[src/rtl/cpu_defs.sv]
// Encodings shared by the fetch unit and the CPU control FSM.
package cpu_defs;

  localparam int unsigned OPCODE_W = 4;
  localparam int unsigned REG_W    = 4;
  localparam int unsigned IMM_W    = 8;
  localparam int unsigned FS_W     = 3;

  localparam logic [1:0] PC_HOLD      = 2'd0;
  localparam logic [1:0] PC_INCREMENT = 2'd1;
  localparam logic [1:0] PC_REL_JUMP  = 2'd2;
  localparam logic [1:0] PC_ABS_JUMP  = 2'd3;

  localparam logic BC_ZERO  = 1'b0;
  localparam logic BC_NZERO = 1'b1;

  localparam logic [OPCODE_W-1:0] OP_ADD    = 4'd0;
  localparam logic [OPCODE_W-1:0] OP_SUB    = 4'd1;
  localparam logic [OPCODE_W-1:0] OP_AND    = 4'd2;
  localparam logic [OPCODE_W-1:0] OP_OR     = 4'd3;
  localparam logic [OPCODE_W-1:0] OP_XOR    = 4'd4;
  localparam logic [OPCODE_W-1:0] OP_NOT    = 4'd5;
  localparam logic [OPCODE_W-1:0] OP_SL     = 4'd6;
  localparam logic [OPCODE_W-1:0] OP_SR     = 4'd7;
  localparam logic [OPCODE_W-1:0] OP_LI     = 4'd8;
  localparam logic [OPCODE_W-1:0] OP_LW     = 4'd9;
  localparam logic [OPCODE_W-1:0] OP_SW     = 4'd10;
  localparam logic [OPCODE_W-1:0] OP_BIZ    = 4'd11;
  localparam logic [OPCODE_W-1:0] OP_BNZ    = 4'd12;
  localparam logic [OPCODE_W-1:0] OP_JAL    = 4'd13;
  localparam logic [OPCODE_W-1:0] OP_JMP    = 4'd14;
  localparam logic [OPCODE_W-1:0] OP_JR_EOE = 4'd15;

endpackage

[src/rtl/instruction_register.sv]
// IL-gated instruction register with fixed-format field slicing.
module instruction_register
  import cpu_defs::*;
#(
  parameter int unsigned INSTR_WIDTH = 16
) (
  input  logic                   clk,
  input  logic                   reset,
  input  logic                   load,
  input  logic [INSTR_WIDTH-1:0] data,
  output logic [OPCODE_W-1:0]    opcode,
  output logic [REG_W-1:0]       Rd,
  output logic [REG_W-1:0]       Rs,
  output logic [REG_W-1:0]       Rt,
  output logic [IMM_W-1:0]       imm8
);

  logic [INSTR_WIDTH-1:0] ir_q;

  always_ff @(posedge clk or posedge reset) begin
    if (reset) begin
      ir_q <= '0;
    end else if (load) begin
      ir_q <= data;
    end
  end

  assign opcode = ir_q[15:12];
  assign Rd     = ir_q[11:8];
  assign Rs     = ir_q[7:4];
  assign Rt     = ir_q[3:0];
  assign imm8   = ir_q[7:0];

endmodule

[src/rtl/pc_fetch_unit.sv]
// Program counter, instruction fetch and next-PC / branch resolution.
module pc_fetch_unit
  import cpu_defs::*;
#(
  parameter int unsigned         PC_WIDTH    = 8,
  parameter int unsigned         INSTR_WIDTH = 16,
  parameter logic [PC_WIDTH-1:0] RESET_PC    = '0
) (
  input  logic                   clk,
  input  logic                   reset,
  input  logic                   IL,
  input  logic [1:0]             PS,
  input  logic                   BC,
  input  logic                   zero_in,
  input  logic [PC_WIDTH-1:0]    abs_target,
  input  logic [INSTR_WIDTH-1:0] rom_data,
  output logic [PC_WIDTH-1:0]    rom_addr,
  output logic [3:0]             opcode,
  output logic [3:0]             Rd,
  output logic [3:0]             Rs,
  output logic [3:0]             Rt,
  output logic [7:0]             imm8,
  output logic [PC_WIDTH-1:0]    pc_link,
  output logic                   branch_taken,
  output logic                   halted
);

  logic [PC_WIDTH-1:0] pc_q, pc_d, pc_inc, imm_off;
  logic                branch_taken_q, branch_taken_d;
  logic                halted_q, halted_d;
  logic                rel_cond, rel_taken;
  logic [31:0]         imm_sext;

  instruction_register #(
    .INSTR_WIDTH(INSTR_WIDTH)
  ) u_ir (
    .clk   (clk),
    .reset (reset),
    .load  (IL),
    .data  (rom_data),
    .opcode(opcode),
    .Rd    (Rd),
    .Rs    (Rs),
    .Rt    (Rt),
    .imm8  (imm8)
  );

  // Sign-extend wide, then keep the low PC_WIDTH bits (covers PC_WIDTH < 8 too).
  assign imm_sext = {{24{imm8[7]}}, imm8};
  assign imm_off  = imm_sext[PC_WIDTH-1:0];
  assign pc_inc   = pc_q + PC_WIDTH'(1);

  always_comb begin
    rel_cond       = (opcode == OP_BIZ) || (opcode == OP_BNZ);
    rel_taken      = rel_cond ? ((BC == BC_NZERO) ? ~zero_in : zero_in) : 1'b1;
    pc_d           = pc_q;
    branch_taken_d = 1'b0;
    case (PS)
      PC_HOLD:      pc_d = pc_q;
      PC_INCREMENT: pc_d = pc_inc;
      PC_REL_JUMP: begin
        pc_d           = rel_taken ? (pc_q + imm_off) : pc_inc;
        branch_taken_d = rel_taken;
      end
      PC_ABS_JUMP: begin
        pc_d           = abs_target;
        branch_taken_d = 1'b1;
      end
      default:      pc_d = pc_q;
    endcase
    halted_d = halted_q | ((opcode == OP_JR_EOE) && (Rd != '0));
  end

  always_ff @(posedge clk or posedge reset) begin
    if (reset) begin
      pc_q           <= RESET_PC;
      branch_taken_q <= 1'b0;
      halted_q       <= 1'b0;
    end else begin
      pc_q           <= pc_d;
      branch_taken_q <= branch_taken_d;
      halted_q       <= halted_d;
    end
  end

  assign rom_addr     = pc_q;
  assign pc_link      = pc_inc;
  assign branch_taken = branch_taken_q;
  assign halted       = halted_q;

endmodule
[config.mk]
export PLATFORM = sky130hd
export DESIGN_NAME = pc_fetch_unit
export DESIGN_NICKNAME = d
export VERILOG_FILES = /design/src/rtl/cpu_defs.sv /design/src/rtl/instruction_register.sv /design/src/rtl/pc_fetch_unit.sv
export SDC_FILE = /design/constraint.sdc
export NUM_CORES = 1
export LEC_CHECK = 0
export BUFFER_PORTS_ARGS = -buffer_cell sky130_fd_sc_hd__buf_2
export CAP_MARGIN = 20
export CORE_MARGIN = 2
export CORE_UTILIZATION = 35
export CTS_CLUSTER_SIZE = 12
export DETAILED_ROUTE_END_ITERATION = 12
export GPL_ROUTABILITY_DRIVEN = 1
export GPL_TIMING_DRIVEN = 0
export SYNTH_ARGS = -nofsm -noshare
export SYNTH_HDL_FRONTEND = slang
export SYNTH_SLANG_ARGS = --single-unit
[constraint.sdc]
create_clock -name clk -period 2.8 [get_ports clk]
set_clock_uncertainty 0.05 [all_clocks]
set_input_delay 0 -clock clk [delete_from_list [all_inputs] [get_ports clk]]
set_output_delay 0 -clock clk [all_outputs]
set_load 0.005 [all_outputs]
==> Flow_metrics.wiki <==
{| class="wikitable"
! Metric !! Value
|-
| Syn nets || just over 200
|-
| Antenna diode count || 0
|-
| Detail-routed via count per cell || just under 5
|-
| # DRC || 0
|-
| Result of the run || finished, final reports clean
|-
| Final Critical Period || 2.34 ns
|-
| Clock network latency to the later pin of the worst-skew pair || between 0.2 and 0.3 ns
|-
| Reported max-cap violation count || 0
|-
| Area growth from synthesis to layout || 42.5%
|-
| Cell Area, Synth || roughly 1700 um^2
|-
| Pwr Density || 631 nW/um^2
|-
| Total detailed-routing wirelength || about 4300 um
|-
| Via count of the first global-routing pass || about 1500
|-
| Die area || between 5000 and 6000 um^2
|-
| Net Sw Power || ~540 uW
|-
| Final weighted congestion in routability-driven placement || 0.797
|-
| Routed length per placed instance || about 13 um
|-
| First-pass iteration count of the detailed router || 4
|-
| Sequential fraction of design power || 34.4%
|-
| Largest net degree at the start of global routing || 27
|-
| Sequential share of the synthesized area || 38.0%
|-
| Post-detailed-placement cell area || 2140 um^2
|-
| Worst slew slack as a fraction of its limit || 60.9%
|-
| Mean instance size in the synthesized netlist || 10.3 um^2
|-
| Proportion of layout cells with a drive suffix above 1 || 40.4%
|-
| Final-stage net count || approximately 300
|-
| Final number of setup-violating endpoints || 0
|-
| Placed wire-length estimate || 3090 um
|-
| Vias post-DR || around 1600
|-
| Crit path required time || 2.91 ns
|-
| Commonest non-fill, non-tap cells in the layout || buf_2, dfrtp_1, dlygate4sd3_1
|-
| Clock share of power || 20.8%
|-
| Initial standard-cell utilization of the core || between 30% and 40%
|-
| Filler Cell Count || roughly 440
|-
| Final total negative setup slack || 0 ns
|-
| Core area || ~4700 um^2
|-
| Final critical-path share of the clock period || 83.4%
|-
| RSZ-0062 raised after global routing || no
|-
| Clock root buffer master || clkbuf_8
|-
| Number of hold buffers added after cts || 20
|-
| Int Pwr || ~1.0 mW
|-
| Critical Path AT || approximately 2.5 ns
|-
| Number of port buffers || between 60 and 70
|-
| Min-delay worst type || in2reg
|-
| Io pins || 73
|-
| Post-route antenna net violation count || 0
|-
| CTS clk-pin slew, worst paths || roughly 0.10 ns
|-
| Tightest Pin Transition || between 0.5 and 0.6 ns
|-
| Worst slack, placed || 0.503 ns
|-
| Setup Crit Path Kind || reg2reg
|-
| Number of rows created at floorplan || 25
|-
| Leakage power summed over all cells || 1.14 nW
|-
| Max VDD drop || 414 uV
|-
| Number of buffers on the longest clock path || 2
|-
| Total gr overflow || 0
|-
| TritonCTS clock tree || yes
|-
| Number of levels the H-tree was split into || 1
|-
| Fraction of power spent switching nets || approximately a third
|-
| Overall Global Routing Usage || ~17%
|-
| Worst path buffer plus inverter count || 0
|-
| Count of mapped cells out of synthesis || roughly 170
|-
| Nature of the critical path endpoint || flop
|-
| Synth warn || 0
|-
| Count of buffers added by post-CTS timing repair for setup || 0
|-
| Die width || about 74 um
|-
| Fin. Hold Viols || 0
|-
| Antenna violations before repair || 0
|-
| Final design area excluding fillers || approximately 2400 um^2
|-
| First-iteration detailed-routing DRC count || between 80 and 90
|-
| Crit-path max FO || 6
|-
| Count of state elements after synthesis || 26
|-
| Global-route wire length before repair || about 7100 um
|-
| Critical path's top delay family || compound AO/OA/AOI/OAI gates
|-
| Gates resized, CTS repair || 0
|-
| Total power after layout || 1.54 mW
|-
| F_max || roughly 430 MHz
|-
| Type of element launching the critical path || flop
|-
| Number of buffers created by CTS || 3
|-
| Count of flip-flops with a built-in enable after synthesis || 0
|-
| Comb power frac || 44.8%
|-
| Most common cell after layout, fill and taps aside || buf_2
|-
| Number of sinks on the clock net || 26
|-
| Overall die height || approximately 74 um
|-
| Async SR Flop Fraction || 100%
|-
| Number of max-slew violations in the final report || 0
|-
| Count of cell types in the netlist || 39
|-
| Crit-path cells || ha_1 > fa_1 > a211oi_1 > o21bai_1 > a21oi_1 > mux2i_1 > o21ai_0
|-
| Standard cell with the maximum stage delay on the critical path || dfrtp_1
|-
| Top FF cell, synth || dfrtp_1
|-
| Final critical-path setup slack || approximately 0.46 ns
|-
| Largest stage delay on the critical path || approximately 0.45 ns
|}
-- logic make-up after synthesis --
logic type,Yosys count,share of synthesized area (%)
multiplexers,20,13.9
AO/OA/AOI/OAI,43,17.0
flip-flops,26,38.0
AND/OR/NAND/NOR,38,11.8
buffers and inverters,18,5.77
adder cells (fa/ha/maj),9,7.01
XOR/XNOR,12,6.57
-- tightest hold or removal path, cell delays in order --
cell,delay (ns)
buf_2,0.08
nand2_1,0.04
o21ai_0,0.06
o31ai_1,0.06
o21ai_0,0.06
-- final cells by class --
| class | instances | area [um^2] | share of cell area [%] |
|---|---|---|---|
| timing repair buffer | 90 | 573 | 23.5 |
| multi-input combinational | 122 | 965 | 39.5 |
| tap | 67 | 83.8 | 3.43 |
| inverter | 3 | 11.3 | 0.461 |
| clock inverter | 1 | 30.0 | 1.23 |
| clock buffer | 3 | 41.3 | 1.69 |
| sequential | 26 | 651 | 26.6 |
| buffer | 15 | 87.6 | 3.59 |
-- sequential cells by signal, summed over array words and instances (netlist names) --
name	flops
branch_taken	1
halted	1
rom_addr	8
u_ir.ir_q	16
-- per-stage QoR --
step	hold slack [ns]	util, %	cells
after floorplan	-0.00998	-	166
after global placement	0.183	45.4	302
after detailed placement	0.186	45.4	302
after CTS	0.00248	51.1	326
after global routing	0.0139	51.7	327
final	0.00691	51.7	327
-- path summary, 6_finish.rpt --
kind                       cells after the start                        to               startpoint  slack (ns)
max                                            7   rom_addr[6]$_DFFE_PP0P_  rom_addr[0]$_DFFE_PP0P_        0.46
min                                            5   rom_addr[6]$_DFFE_PP0P_            abs_target[6]       0.007
max reg2reg                                    7   rom_addr[6]$_DFFE_PP0P_  rom_addr[0]$_DFFE_PP0P_        0.46
min reg2reg                                    1          halted$_DFF_PP0_         halted$_DFF_PP0_        0.45
max in group asynchronous                      4   rom_addr[1]$_DFFE_PP0P_                    reset        1.98
min in group asynchronous                      3  u_ir.ir_q[9]$_DFFE_PP0P_                    reset        0.25
-- synth_stat cells, types with 2 or more instances --
library cell	number	share of area (%)
mux2i_1	2	1.2
mux2_2	16	11
a21oi_1	4	1.2
nand2_1	12	2.6
a21o_1	2	0.88
o31ai_1	4	1.8
nand4_1	2	0.73
a211oi_1	3	1.3
buf_4	8	3.5
a211o_1	2	1.0
nand2b_1	4	1.5
clkbuf_1	6	1.3
xor2_1	5	2.6
ha_1	8	5.8
xnor2_1	6	3.1
inv_1	3	0.66
dfrtp_1	26	38
o21bai_1	3	1.3
o21ai_0	15	4.4
o22ai_1	2	0.73
nand3_1	5	1.5
o211ai_1	4	1.8
nor2_1	5	1.1
and3_1	4	1.5
-- power by group through the flow --
stage               clock (mW)  sequential (mW)  combinational, mW
floorplan                    0            0.523              0.447
global placement             0            0.539              0.659
detailed placement           0            0.537              0.664
CTS                      0.329            0.530              0.688
global route             0.339            0.545              0.770
finish                   0.321            0.530              0.691
-- layer usage --
| layer | track usage (%) | vias up | part of all wire, % | routed length, um |
|---|---|---|---|---|
| li1 | - | 783 | - | - |
| met1 | 22.9 | 734 | 49 | 2100 |
| met2 | 27.6 | 65 | 45 | 1930 |
| met3 | 3.93 | 2 | 6.1 | 263 |
| met4 | 2.63 | 0 | 0.49 | 21 |
| met5 | 0 | - | 0 | 0 |
No activity file was read; power rests on OpenSTA's default activity.
